--- config.mk ---
export PLATFORM = sky130hd
export DESIGN_NAME = fetch_stage
export DESIGN_NICKNAME = d
export VERILOG_FILES = /design/src/rtl/fetch_stage.sv
export SDC_FILE = /design/constraint.sdc
export NUM_CORES = 1
export LEC_CHECK = 0
export ABC_CLOCK_PERIOD_IN_PS = 6600
export CAP_MARGIN = 20
export CORE_MARGIN = 4
export CORE_UTILIZATION = 53
export DETAILED_ROUTE_END_ITERATION = 16
export GPL_TIMING_DRIVEN = 0
export PLACE_DENSITY = 0.86
export SETUP_SLACK_MARGIN = 0.15
export SLEW_MARGIN = 30
export SYNTH_ARGS = -nofsm -noshare
export SYNTH_HDL_FRONTEND = slang
export SYNTH_SLANG_ARGS = --single-unit
export TNS_END_PERCENT = 100
--- constraint.sdc ---
create_clock -name clk -period 6.6 [get_ports clk]
set_input_delay 1.32 -clock clk [delete_from_list [all_inputs] [get_ports clk]]
set_output_delay 1.32 -clock clk [all_outputs]
set_load 0.005 [all_outputs]
--- src/rtl/fetch_stage.sv ---
// fetch_stage: instruction fetch stage with a one-entry holding buffer and IF/ID register.
//
// A word returned by instruction memory while decode is stalled is parked in
// the holding buffer, so it is never lost or fetched twice.
//
// Parameter
//   NOP_INST   : word placed in ifid_inst whenever ifid_valid is 0
// Inputs
//   clk        : clock, all state updates on posedge
//   clrn       : synchronous active-low reset
//   pc         : current PC from the PC register
//   imem_rdata : instruction word, valid when imem_ready=1
//   imem_ready : memory returned imem_rdata for imem_addr this cycle
//   id_stall   : decode cannot accept a new instruction
//   flush      : branch/jump taken, discard fetched and held instruction
// Outputs
//   imem_req   : fetch request (combinational)
//   imem_addr  : fetch address, equal to pc (combinational)
//   pc_stall   : PC register hold request (combinational)
//   ifid_valid : IF/ID holds a real instruction
//   ifid_inst  : IF/ID instruction word
//   ifid_pc    : PC of ifid_inst
//   ifid_pc4   : ifid_pc + 4, modulo 2^32
//   fetch_cnt  : instructions delivered to IF/ID, wraps at 2^32
module fetch_stage #(
   parameter logic [31:0] NOP_INST = 32'h00000000
) (
   input  logic        clk,
   input  logic        clrn,
   input  logic [31:0] pc,
   input  logic [31:0] imem_rdata,
   input  logic        imem_ready,
   input  logic        id_stall,
   input  logic        flush,
   output logic        imem_req,
   output logic [31:0] imem_addr,
   output logic        pc_stall,
   output logic        ifid_valid,
   output logic [31:0] ifid_inst,
   output logic [31:0] ifid_pc,
   output logic [31:0] ifid_pc4,
   output logic [31:0] fetch_cnt
);

   typedef enum logic [0:0] {StFetch, StHold} state_e;

   state_e      state_q;
   logic [31:0] hold_inst_q;
   logic [31:0] hold_pc_q;
   logic        valid_q;
   logic [31:0] inst_q;
   logic [31:0] pc_q;
   logic [31:0] pc4_q;
   logic [31:0] cnt_q;

   assign imem_addr  = pc;
   assign ifid_valid = valid_q;
   assign ifid_inst  = inst_q;
   assign ifid_pc    = pc_q;
   assign ifid_pc4   = pc4_q;
   assign fetch_cnt  = cnt_q;

   always_comb begin
      imem_req = 1'b0;
      pc_stall = 1'b0;
      if (clrn) begin
         imem_req = (state_q == StFetch);
         // A flush must let the PC load its redirect target.
         if (!flush) begin
            if (state_q == StFetch) pc_stall = ~imem_ready | id_stall;
            else                    pc_stall = id_stall;
         end
      end
   end

   always_ff @(posedge clk) begin
      if (!clrn) begin
         state_q     <= StFetch;
         hold_inst_q <= 32'h0;
         hold_pc_q   <= 32'h0;
         valid_q     <= 1'b0;
         inst_q      <= NOP_INST;
         pc_q        <= 32'h0;
         pc4_q       <= 32'h0;
         cnt_q       <= 32'h0;
      end else if (flush) begin
         state_q     <= StFetch;
         hold_inst_q <= 32'h0;
         hold_pc_q   <= 32'h0;
         valid_q     <= 1'b0;
         inst_q      <= NOP_INST;
      end else begin
         unique case (state_q)
            StFetch: begin
               if (imem_ready && !id_stall) begin
                  valid_q <= 1'b1;
                  inst_q  <= imem_rdata;
                  pc_q    <= pc;
                  pc4_q   <= pc + 32'd4;
                  cnt_q   <= cnt_q + 32'd1;
               end else if (imem_ready) begin
                  hold_inst_q <= imem_rdata;
                  hold_pc_q   <= pc;
                  state_q     <= StHold;
               end else if (!id_stall) begin
                  // Bubble; ifid_pc/ifid_pc4 keep their last values.
                  valid_q <= 1'b0;
                  inst_q  <= NOP_INST;
               end
            end
            StHold: begin
               if (!id_stall) begin
                  valid_q <= 1'b1;
                  inst_q  <= hold_inst_q;
                  pc_q    <= hold_pc_q;
                  pc4_q   <= hold_pc_q + 32'd4;
                  cnt_q   <= cnt_q + 32'd1;
                  state_q <= StFetch;
               end
            end
            default: state_q <= StFetch;
         endcase
      end
   end

endmodule

# [Word level (Yosys, flattened, before mapping)]
# Index checks and enable logic that the tools add are counted.
[word_totals] elab_cells=54 ff_bits=194 input_bits=69 out_inout_bits=163
[op_classes] n_reduce_logical=6 addsub=3 n_bitwise=6 n_mux=27 n_eq_ne=4
[op_table] cell="$mux W32" n=10
[op_table] cell="$pmux W32 S2" n=4
[op_table] cell="$add A32 B3 Y32 const B" n=2
[op_table] cell="$add A32 B1 Y32 const B" n=1
[op_table] cell="$mux W1" n=11
[op_table] cell="$reduce_and A3 Y1" n=3
[op_table] cell="$ne A3 B2 Y1 const B" n=2
[op_table] cell="$not A1 Y1" n=5
[op_table] cell="$pmux W1 S2" n=2
[op_table] cell="$ne A2 B1 Y1 const B" n=1
[op_table] cell="$ne A2 B2 Y1 const B" n=1
[op_table] cell="$reduce_or A2 Y1" n=1
[op_table] cell="$logic_and A1 B1 Y1" n=1
[op_table] cell="$logic_not A1 Y1" n=1
[op_table] cell="$or A1 B1 Y1" n=1

# [Longest topological paths before layout]
[logic_depth] ltp_word=5 mapped_depth=12 ltp_nobuf=7

# [Least setup slack after synthesis]
# Ideal clock, no wire load.
[synth_path] path_type="input -> output" startpoint="input clrn" endpoint="output pc_stall" arrival_ps=2434 stages=6 required_time_ps=5280 n_path_buf=4 slack_ps=2846 cell_sequence="clkbuf_1 -> nand2b_1 -> clkbuf_1 -> clkbuf_1 -> buf_1 -> nor2_1"
[synth_via] elab_chain_cells=1
[synth_lines] item="from (decl)" line="29" rtl="input logic clrn,"
[synth_lines] item="$mux W1" line="66" rtl="if (clrn) begin"
[synth_lines] item="to (decl)" line="37" rtl="output logic pc_stall,"
# Every way passes these cells.

# [Worst setup path in the final report]
[layout_path] startpoint="input flush" endpoint="output pc_stall"
[layout_via] elab_chain_cells=2
[layout_lines] item="from (decl)" line="34" rtl="input logic flush,"
[layout_lines] item="$mux W1" line="69" rtl="if (!flush) begin"
[layout_lines] item="$mux W1" line="66"
# Every way passes these cells.

==> metrics <==
PnR worst setup slack 1270 ps; Post-CTS Hold Buffers 0; largest family of logic cells by synthesized area simple AND/OR/NAND/NOR gates; syn nets 1179; Hold Crit Class register to register; via count 9257; Die W 137 um; worst hold path startpoint ifid_pc4[12]; Synth Register Bits 192; worst skew pair latency 440 ps; Remaining DRCs 0; final setup TNS 0 ps; Die Height 137 um; Worst-path clk slew 70 ps; root buf cell clkbuf_16; R2R setup slack 3120 ps; Resized Gates After CTS 0; die area 18800 um^2; status complete, no violations; Port Buffer Count 229; Pins Over Slew Limit 0; H-tree depth 4; CP Capture Type output pin; total track usage 29.0%; setup violators final 0; post-CTS setup buffer count 0; CTS tree yes; antenna violations before repair 1; DRT Wirelength 28100 um; Worst slew margin 49.4%; Worst R2R Start state_q; max incr delay on CP 660 ps; Worst-Margin Slew 739 ps; layout cells sized above 1 7.52%; Sink Count 192; core area 16100 um^2; CP Launch Point flush; synth warn 0; Synth Area per Inst 7.99 um^2; CP max stage cell clkdlybuf4s50_1; Ports 232; crit-path leading delay family buffers and inverters; # rows 46; hold depth 2; Routed met3 length 3180 um; compound-cell area share of the yosys netlist 16.5%; RSZ-0062 raised after global routing false; Vias/cell 5.83; Hold Path Sink ifid_pc4[12]; Max Cap Viol 0; crit path kind input pin to output pin; Worst Path Buf+Inv 5; Hold Violations, Final 0; RR Endpoint ifid_pc4[24]; synth unique cells 52; first-pass GRT wire length 43500 um; gr ovfl total 0; Fin Clk Skew 10.1 ps; metal2 WL 13100 um; minimum clock period 5330 ps; Simple-Gate Fraction of Synth Area 25.8%; DR top layer met4; Synth Area in Adders 0.283%; Synth Instances 1108; FILL cells 1235; critical path arrival 4010 ps; vias in the first global route 8537; Peak VDD IR 0.189 mV; GPL Wtd Cong 0.897; crit share post-route 80.8%; Final ANT Viol Nets 0; reg2reg path depth 12; mux contribution to synthesized area 3.92%; Longest Clk Path Bufs 2; clock buffer count from CTS 17; CP max FO 10; post-synthesis xor/xnor area fraction 2.97%; hpwl dp 20700 um; Peak Freq 0.188 GHz; sequential-to-total area share from yosys stat 43.4%; initial core utilization 54.9%; WL/cell 17.7 um; Final Total Pwr 2.58 mW; Req. time, crit path 5280 ps; Post-Route M1 WL 11100 um; NumNets Final 1427; P_leak 4.07 nW; crit path launch type input pin; power density cells 215 nW/um^2; Iteration-0 DRC Markers 951; DP Worst Slack 1320 ps; TritonRoute pass-1 iters 7; largest net degree at the start of global routing 19; Synth-to-Final Area Change 35.6%; Cell Chain, Critical Path clkdlybuf4s50_1, nand2b_1, clkbuf_1, clkbuf_1, buf_1, nor2_1, clkdlybuf4s50_1; Post-Syn Area 8850 um^2
## worst max path at each step
stage | endpoint | slack (ps) | depth (start not counted)
after global routing | pc_stall | 1090 | 7
after floorplan | pc_stall | 2850 | 6
after global placement | pc_stall | 1360 | 7
after CTS | pc_stall | 1310 | 7
after detailed placement | pc_stall | 1320 | 7
final | pc_stall | 1270 | 7
## layer usage
metal  vias to the layer above  global-route usage [%]
met5                         -                       0
met4                         0                    9.76
met3                        71                    8.40
met2                       511                    47.5
met1                      4344                    36.6
li1                       4331                       -
## logic make-up after synthesis
logic type / Yosys count
compound gates: 250
xor+xnor: 30
fa+ha+maj: 2
buf+inv: 122
flops: 192
mux: 34
simple gates: 478
## cell usage after synthesis, drive strengths merged
cell type / n / area [um^2]
a211oi: 30 / 225
a21o: 1 / 7.51
a21oi: 158 / 791
a221o: 1 / 10.0
a22o: 2 / 17.5
a22oi: 8 / 78.8
a311o: 1 / 10.0
a32oi: 1 / 8.76
and2: 4 / 25.0
and3: 9 / 56.3
and4: 4 / 35.0
and4b: 1 / 10.0
buf: 70 / 428
clkbuf: 48 / 181
dfxtp: 192 / 3840
ha: 2 / 25.0
inv: 4 / 15.0
mux2: 5 / 56.3
mux2i: 29 / 290
nand2: 198 / 743
nand2b: 2 / 12.5
nand3: 62 / 315
nand3b: 43 / 323
nand4: 18 / 119
nand4b: 5 / 43.8
nor2: 96 / 360
nor2b: 1 / 6.26
nor3: 12 / 60.1
nor4: 1 / 21.3
o2111ai: 2 / 17.5
o211a: 1 / 10.0
o211ai: 1 / 7.51
o21ai: 25 / 125
o21ba: 1 / 10.0
o21bai: 1 / 7.51
o311ai: 8 / 70.1
o31ai: 9 / 67.6
or2: 3 / 18.8
or3: 8 / 50.1
or4: 10 / 75.1
or4b: 1 / 10.0
xnor2: 14 / 123
xor2: 16 / 140
## state kept, by name, indices dropped and copies added (netlist names)
name and count:
hold_pc_q 32, ifid_pc 32, ifid_inst 32, fetch_cnt 32, ifid_valid 1, hold_inst_q 32, state_q 1, ifid_pc4 30
## where the power goes
group          leakage, nW  switching, mW  internal (mW)
combinational         2.22          0.172          0.159
clock                0.292          0.490          0.546
sequential            1.56         0.0200           1.19
## tightest hold or removal path, cell delays in order, from the launching register on
cell and delay [ps]:
dfxtp_1 310, nand2_1 50, a21oi_1 50
## layout by cell type (no fill, tap or decap), drive strengths merged, types with 10 or more instances in the layout
cell / n
mux2i: 29
nand3b: 43
clkdlybuf4s50: 229
a211oi: 30
nand4: 18
or4: 10
xor2: 16
a21oi: 158
clkbuf: 66
o21ai: 25
nand3: 62
dfxtp: 192
inv: 12
buf: 70
nor2: 96
nand2: 198
xnor2: 14
nor3: 12
## layout make-up
type / count / area (um^2) / share of cell area, %
multi-input cells: 794 / 4380 / 36.5
repair buffers: 229 / 2290 / 19.1
well taps: 216 / 270 / 2.25
plain buffers: 118 / 609 / 5.08
diodes: 2 / 5.00 / 0.0417
inverters: 4 / 15.0 / 0.125
clock inverters: 14 / 148 / 1.23
flip-flops and latches: 192 / 3840 / 32.0
clock buffers: 18 / 439 / 3.66
## metrics by stage
stage               util, %  instance area (um^2)  hold slack (ps)  instances
floorplan                 -                  8850              433       1108
global placement       70.8                 11400              439       1553
detailed placement     70.8                 11400              444       1553
CTS                    74.5                 12000              453       1585
global route           74.5                 12000              471       1586
finish                 74.5                 12000              448       1587
Power figures use the tool's default switching activity.
